===== config.mk =====
export PLATFORM = sky130hd
export DESIGN_NAME = sprite_blitter
export DESIGN_NICKNAME = d
export VERILOG_FILES = /design/src/rtl/sprite_pkg.sv /design/src/rtl/sprite_rom.sv /design/src/rtl/sprite_blitter.sv
export SDC_FILE = /design/constraint.sdc
export NUM_CORES = 1
export LEC_CHECK = 0
export ABC_AREA = 1
export ABC_CLOCK_PERIOD_IN_PS = 7600
export BUFFER_PORTS_ARGS = -buffer_cell sky130_fd_sc_hd__buf_4
export CORE_MARGIN = 10
export CORE_UTILIZATION = 40
export DETAILED_ROUTE_END_ITERATION = 6
export PLACE_DENSITY = 0.63
export SLEW_MARGIN = 20
export SYNTH_ARGS = -nofsm -noshare
export SYNTH_HDL_FRONTEND = slang
export SYNTH_SLANG_ARGS = --single-unit

===== constraint.sdc =====
create_clock -name VGA_CLK -period 7.6 [get_ports VGA_CLK]
set_input_delay 1.52 -clock VGA_CLK [delete_from_list [all_inputs] [get_ports VGA_CLK]]
set_output_delay 1.52 -clock VGA_CLK [all_outputs]
set_load 0.01 [all_outputs]

===== src/rtl/sprite_pkg.sv =====
// Shared constants, state encoding and colour names for the sprite blitter.
package sprite_pkg;

  localparam int unsigned SPR_W = 8;
  localparam int unsigned SPR_H = 8;
  localparam int unsigned XMAX  = 160;
  localparam int unsigned YMAX  = 120;

  localparam logic [2:0] C_BLACK  = 3'b000;
  localparam logic [2:0] C_BLUE   = 3'b001;
  localparam logic [2:0] C_GREEN  = 3'b010;
  localparam logic [2:0] C_RED    = 3'b100;
  localparam logic [2:0] C_YELLOW = 3'b110;
  localparam logic [2:0] BG_COLOR = C_BLACK;

  localparam logic [7:0] X_LAST   = 8'(XMAX - 1);
  localparam logic [6:0] Y_LAST   = 7'(YMAX - 1);
  localparam logic [5:0] PIX_LAST = 6'(SPR_W * SPR_H - 1);

  typedef enum logic [1:0] {
    ST_IDLE  = 2'd0,
    ST_CLEAR = 2'd1,
    ST_ERASE = 2'd2,
    ST_DRAW  = 2'd3
  } state_t;

endpackage


===== src/rtl/sprite_rom.sv =====
// 8x8 sprite bitmap: red border, blue/green checker interior, yellow 2x2 centre.
module sprite_rom
  import sprite_pkg::*;
(
  input  logic [5:0] addr,
  output logic [2:0] color
);

  // Row-major lookup, address = row*8 + column.
  always_comb begin
    color = BG_COLOR;
    case (addr)
      6'd0,  6'd1,  6'd2,  6'd3,  6'd4,  6'd5,  6'd6,  6'd7,
      6'd8,  6'd15, 6'd16, 6'd23, 6'd24, 6'd31, 6'd32, 6'd39,
      6'd40, 6'd47, 6'd48, 6'd55,
      6'd56, 6'd57, 6'd58, 6'd59, 6'd60, 6'd61, 6'd62, 6'd63: color = C_RED;
      6'd27, 6'd28, 6'd35, 6'd36:                             color = C_YELLOW;
      6'd10, 6'd12, 6'd14, 6'd17, 6'd19, 6'd21,
      6'd26, 6'd30, 6'd33, 6'd37,
      6'd42, 6'd44, 6'd46, 6'd49, 6'd51, 6'd53:               color = C_GREEN;
      6'd9,  6'd11, 6'd13, 6'd18, 6'd20, 6'd22,
      6'd25, 6'd29, 6'd34, 6'd38,
      6'd41, 6'd43, 6'd45, 6'd50, 6'd52, 6'd54:               color = C_BLUE;
      default:                                                color = BG_COLOR;
    endcase
  end

endmodule


===== src/rtl/sprite_blitter.sv =====
// Erase-then-draw 8x8 sprite plotter emitting one pixel per clock to a 160x120 framebuffer.
// Optional full-screen clear after reset: define SPRITE_BLITTER_CLEAR_ON_RESET_EN.
module sprite_blitter
  import sprite_pkg::*;
(
  input  logic       VGA_CLK,
  input  logic       reset,
  input  logic [7:0] x,
  input  logic [6:0] y,
  output logic [7:0] xvga,
  output logic [6:0] yvga,
  output logic [2:0] color,
  output logic       busy,
  output logic       done
);

`ifdef SPRITE_BLITTER_CLEAR_ON_RESET_EN
  localparam state_t RESET_STATE = ST_CLEAR;
`else
  localparam state_t RESET_STATE = ST_DRAW;
`endif

  state_t     state_r, state_s;
  logic [5:0] cnt_r, cnt_s;
  logic [7:0] cur_x_r, cur_x_s, tgt_x_r, tgt_x_s;
  logic [6:0] cur_y_r, cur_y_s, tgt_y_r, tgt_y_s;
  logic [7:0] xvga_r, pix_x_s;
  logic [6:0] yvga_r, pix_y_s;
  logic [2:0] color_r, pix_c_s, rom_color_s;
  logic       busy_r, done_r, done_s, pix_we_s;
  logic [7:0] x_sat_s;
  logic [6:0] y_sat_s;
  logic [8:0] sum_x_s;
  logic [7:0] sum_y_s;
  logic       in_range_s, pos_chg_s;

  assign x_sat_s   = (x > X_LAST) ? X_LAST : x;
  assign y_sat_s   = (y > Y_LAST) ? Y_LAST : y;
  assign pos_chg_s = ({x_sat_s, y_sat_s} != {cur_x_r, cur_y_r});

  // Widened sums so an off-screen pixel is detected instead of wrapping.
  assign sum_x_s    = {1'b0, cur_x_r} + {6'b000000, cnt_r[2:0]};
  assign sum_y_s    = {1'b0, cur_y_r} + {5'b00000, cnt_r[5:3]};
  assign in_range_s = (sum_x_s <= {1'b0, X_LAST}) && (sum_y_s <= {1'b0, Y_LAST});

  sprite_rom u_rom (
    .addr  (cnt_r),
    .color (rom_color_s)
  );

`ifdef SPRITE_BLITTER_CLEAR_ON_RESET_EN
  logic [7:0] clr_x_r;
  logic [6:0] clr_y_r;
  logic       clr_last_s;

  assign clr_last_s = (clr_x_r == X_LAST) && (clr_y_r == Y_LAST);

  // Row-major full-screen sweep position for the post-reset clear.
  always_ff @(posedge VGA_CLK) begin
    if (reset) begin
      clr_x_r <= 8'd0;
      clr_y_r <= 7'd0;
    end else if (state_r == ST_CLEAR) begin
      if (clr_x_r == X_LAST) begin
        clr_x_r <= 8'd0;
        clr_y_r <= clr_y_r + 7'd1;
      end else begin
        clr_x_r <= clr_x_r + 8'd1;
      end
    end else begin
      clr_x_r <= clr_x_r;
      clr_y_r <= clr_y_r;
    end
  end
`endif

  // Next-state, scan counter, position latching and the pixel to emit.
  always_comb begin
    state_s  = state_r;
    cnt_s    = cnt_r;
    cur_x_s  = cur_x_r;
    cur_y_s  = cur_y_r;
    tgt_x_s  = tgt_x_r;
    tgt_y_s  = tgt_y_r;
    pix_we_s = 1'b0;
    pix_x_s  = sum_x_s[7:0];
    pix_y_s  = sum_y_s[6:0];
    pix_c_s  = BG_COLOR;
    done_s   = 1'b0;
    case (state_r)
      ST_IDLE: begin
        if (pos_chg_s) begin
          state_s = ST_ERASE;
          cnt_s   = 6'd0;
          tgt_x_s = x_sat_s;
          tgt_y_s = y_sat_s;
        end else begin
          state_s = ST_IDLE;
        end
      end
      ST_ERASE: begin
        pix_we_s = in_range_s;
        cnt_s    = cnt_r + 6'd1;
        if (cnt_r == PIX_LAST) begin
          state_s = ST_DRAW;
          cnt_s   = 6'd0;
          cur_x_s = tgt_x_r;
          cur_y_s = tgt_y_r;
        end else begin
          state_s = ST_ERASE;
        end
      end
      ST_DRAW: begin
        pix_we_s = in_range_s;
        pix_c_s  = rom_color_s;
        cnt_s    = cnt_r + 6'd1;
        if (cnt_r == PIX_LAST) begin
          state_s = ST_IDLE;
          cnt_s   = 6'd0;
          done_s  = 1'b1;
        end else begin
          state_s = ST_DRAW;
        end
      end
      ST_CLEAR: begin
`ifdef SPRITE_BLITTER_CLEAR_ON_RESET_EN
        pix_we_s = 1'b1;
        pix_x_s  = clr_x_r;
        pix_y_s  = clr_y_r;
        if (clr_last_s) begin
          state_s = ST_DRAW;
          cnt_s   = 6'd0;
        end else begin
          state_s = ST_CLEAR;
        end
`else
        state_s = ST_IDLE;
`endif
      end
      default: state_s = ST_IDLE;
    endcase
  end

  // FSM and position state.
  always_ff @(posedge VGA_CLK) begin
    if (reset) begin
      state_r <= RESET_STATE;
      cnt_r   <= 6'd0;
      cur_x_r <= 8'd0;
      cur_y_r <= 7'd0;
      tgt_x_r <= 8'd0;
      tgt_y_r <= 7'd0;
    end else begin
      state_r <= state_s;
      cnt_r   <= cnt_s;
      cur_x_r <= cur_x_s;
      cur_y_r <= cur_y_s;
      tgt_x_r <= tgt_x_s;
      tgt_y_r <= tgt_y_s;
    end
  end

  // Output registers; off-screen pixels re-emit the previous pixel.
  always_ff @(posedge VGA_CLK) begin
    if (reset) begin
      xvga_r  <= 8'd0;
      yvga_r  <= 7'd0;
      color_r <= BG_COLOR;
      busy_r  <= 1'b0;
      done_r  <= 1'b0;
    end else begin
      if (pix_we_s) begin
        xvga_r  <= pix_x_s;
        yvga_r  <= pix_y_s;
        color_r <= pix_c_s;
      end else begin
        xvga_r  <= xvga_r;
        yvga_r  <= yvga_r;
        color_r <= color_r;
      end
      busy_r <= (state_s != ST_IDLE);
      done_r <= done_s;
    end
  end

  assign xvga  = xvga_r;
  assign yvga  = yvga_r;
  assign color = color_r;
  assign busy  = busy_r;
  assign done  = done_r;

endmodule


==> flow_metrics.env <==
export IMPL_nets=513
export IMPL_postRouteAntennaNets=0
export IMPL_crit_arrival_ns=3.91
export IMPL_path_clk_slew_ns=0.06
export IMPL_worstSkewPairLatency_ns=0.33
export IMPL_area_delta_synth_final_pct=15.7
export IMPL_grt_pass1_wl_um=13400
export IMPL_grt_max_degree=47
export IMPL_p_leak_nw=1.71
export IMPL_hold_path_class="reg -> reg"
export IMPL_final_common_cell="nand2_1"
export IMPL_finalHoldViolCount=0
export IMPL_yosysTopAreaCell="dfxtp_1"
export IMPL_n_fill_cell=791
export IMPL_fin_crit_sh=0.485
export IMPL_core_area_um2=7810
export IMPL_numCtsBuffers=9
export IMPL_p_per_area_nw_per_um2=173
export IMPL_pre_cts_ws_ns=3.61
export IMPL_async_flop_share=0
export IMPL_fin_crit_ns=3.68
export IMPL_cap_violations=0
export IMPL_final_cell_mix="nand2_1 (96), dfxtp_1 (61), inv_1 (45)"
export IMPL_grt_use_total=0.139
export IMPL_cts_max_level=3
export IMPL_grt_ovfl_total=0
export IMPL_cts_setup_buffers=0
export IMPL_met2_length_um=3920
export IMPL_synth_cells=451
export IMPL_netlist_area_um2=3230
export IMPL_skew_ns=0.00799
export IMPL_cts_sinks=61
export IMPL_die_y_um=110
export IMPL_synth_area_top_cells="dfxtp_1 (38%), nand2_1 (11%), a21oi_1 (6.8%), nand3_1 (5.6%), o21ai_0 (5.4%)"
export IMPL_routed_via_density=5.05
export IMPL_synth_avg_cell_area_um2=7.17
export IMPL_cts_tree="yes"
export IMPL_wl_per_cell_um=13.7
export IMPL_ioPinCount=37
export IMPL_syn_num_nets=482
export IMPL_die_w_um=110
export IMPL_fin_setup_tns_ns=0
export IMPL_antenna_found_initial=0
export IMPL_total_power_uw=647
export IMPL_drive_above_1_share=0.171
export IMPL_vdd_drop_max_mv=0.0743
export IMPL_finalInstanceArea_um2=3740
export IMPL_slew_headroom=0.361
export IMPL_ctsResizeCount=0
export IMPL_drt_pass1_iterations=4
export IMPL_worstPathMaxFanout=15
export IMPL_synth_seq_cells=61
export IMPL_slew_violations=0
export IMPL_critPathKind="in -> reg"
export IMPL_wl_met1_um=3720
export IMPL_drc=0
export IMPL_drt_iter0_drc=151
export IMPL_status="finished, final reports clean"
export IMPL_rsz0062_at_grt="false"
export IMPL_startpoint_type="primary input"
export IMPL_synth_edff_count=0
export IMPL_setup_violations=0
export IMPL_end_kind="register"
export IMPL_setup_ws_ns=3.92
export IMPL_ctsRootBufferMaster="clkbuf_8"
export IMPL_wl_met3_um=325
export IMPL_dieArea_um2=12100
export IMPL_placed_cell_area_um2=3560
export IMPL_crit_required_ns=7.83
export IMPL_synth_top_cell_area_share=0.378
export IMPL_fmax_mhz=271
export IMPL_rows=32
export IMPL_synth_yosys_seq_area_share=0.378
export IMPL_cts_buffer_depth=2
export IMPL_vias=2971
export IMPL_wl_um=8060
export IMPL_grt_pass1_vias=2807
export IMPL_hpwl_um=5990
export IMPL_synthFlopType="dfxtp_1"
export IMPL_n_antenna_cell=0
export IMPL_top_layer_used="met4"
export IMPL_portBuffers=36
export IMPL_synth_warnings=0
export IMPL_initial_core_util=0.414
export IMPL_routabilityCongestion=0.822
export IMPL_worstMarginPinSlew_ns=0.956
export IMPL_holdBufCountCts=0
export IMPL_yosysUniqueCellTypes=33
## worst paths after layout
| kind | start | to | slack, ns | depth (start not counted) |
|---|---|---|---|---|
| setup / recovery | x[6] | u_rom.color[1] | 3.92 | 22 |
| hold / removal | xvga[7] | xvga[7] | 0.47 | 2 |
| setup reg to reg | cnt_r[0] | color[1] | 4.34 | 11 |
| hold reg to reg | xvga[7] | xvga[7] | 0.47 | 2 |
## critical path, cell delays in order
cell and delay (ns):
buf_4 0.12, o21ai_2 0.48, nand2_1 0.12, a21oi_1 0.15, nand2_1 0.09, nor2_2 0.09, nand3_2 0.09, nand2_4 0.11
nand2_4 0.10, nand2_2 0.08, nand2_2 0.08, nor2_4 0.12, inv_1 0.09, ha_1 0.18, inv_1 0.05, nand3_1 0.09
nand3_1 0.11, nand2_1 0.05, nand2_1 0.05, nand2_1 0.04, nand2_1 0.05, inv_1 0.03
## metrics by stage
stage / std cells / hold slack [ns] / utilization
final: 588 / 0.466 / 0.479
after CTS: 588 / 0.470 / 0.479
after detailed placement: 573 / 0.460 / 0.456
after floorplan: 451 / 0.443 / -
after global placement: 573 / 0.454 / 0.456
after global routing: 588 / 0.493 / 0.479
## synthesized netlist by cell type, types with 10 or more instances
cell      instances
xor2_1           10
clkbuf_1         13
nand3_1          36
nor2_1           26
nand2_1          96
dfxtp_1          61
ha_1             12
a31oi_1          10
inv_1            45
a21oi_1          44
o21ai_0          35
## where the power goes
group          total [mW]  internal [mW]  switching, mW
registers           0.326          0.323        0.00373
clock network       0.262          0.143          0.119
logic              0.0583         0.0224         0.0359
total               0.647          0.488          0.159
## flip-flops by register name, indices dropped and copies added, names as in the netlist
signal,flops
busy,1
cnt_r,6
color,3
cur_x_r,8
cur_y_r,7
done,1
state_r,2
tgt_x_r,8
tgt_y_r,7
u_rom.color,3
xvga,8
yvga,7
## kinds of logic (layout without fill, tap and decap cells)
logic type / after synthesis / in the layout / synth area share
compound gates: 103 / 103 / 0.175
flops: 61 / 61 / 0.378
buf+inv: 72 / 107 / 0.0871
xor+xnor: 10 / 10 / 0.0271
fa+ha+maj: 14 / 14 / 0.0588
simple gates: 191 / 191 / 0.274
## final cells by class
cell class,count,area [um^2],share of cell area
multi-input cells,318,1730,0.462
flip-flops and latches,61,1220,0.327
repair buffers,37,278,0.0743
inverters,55,206,0.0552
clock buffers,14,173,0.0462
well taps,102,128,0.0341
clock inverters,1,5.00,0.00134
## routing by layer
metal	GRT usage	vias up
met5	0	-
met4	0.0428	0
met3	0.0398	9
met2	0.227	48
met1	0.173	1370
li1	-	1544
No activity file was read; power rests on OpenSTA's default activity.
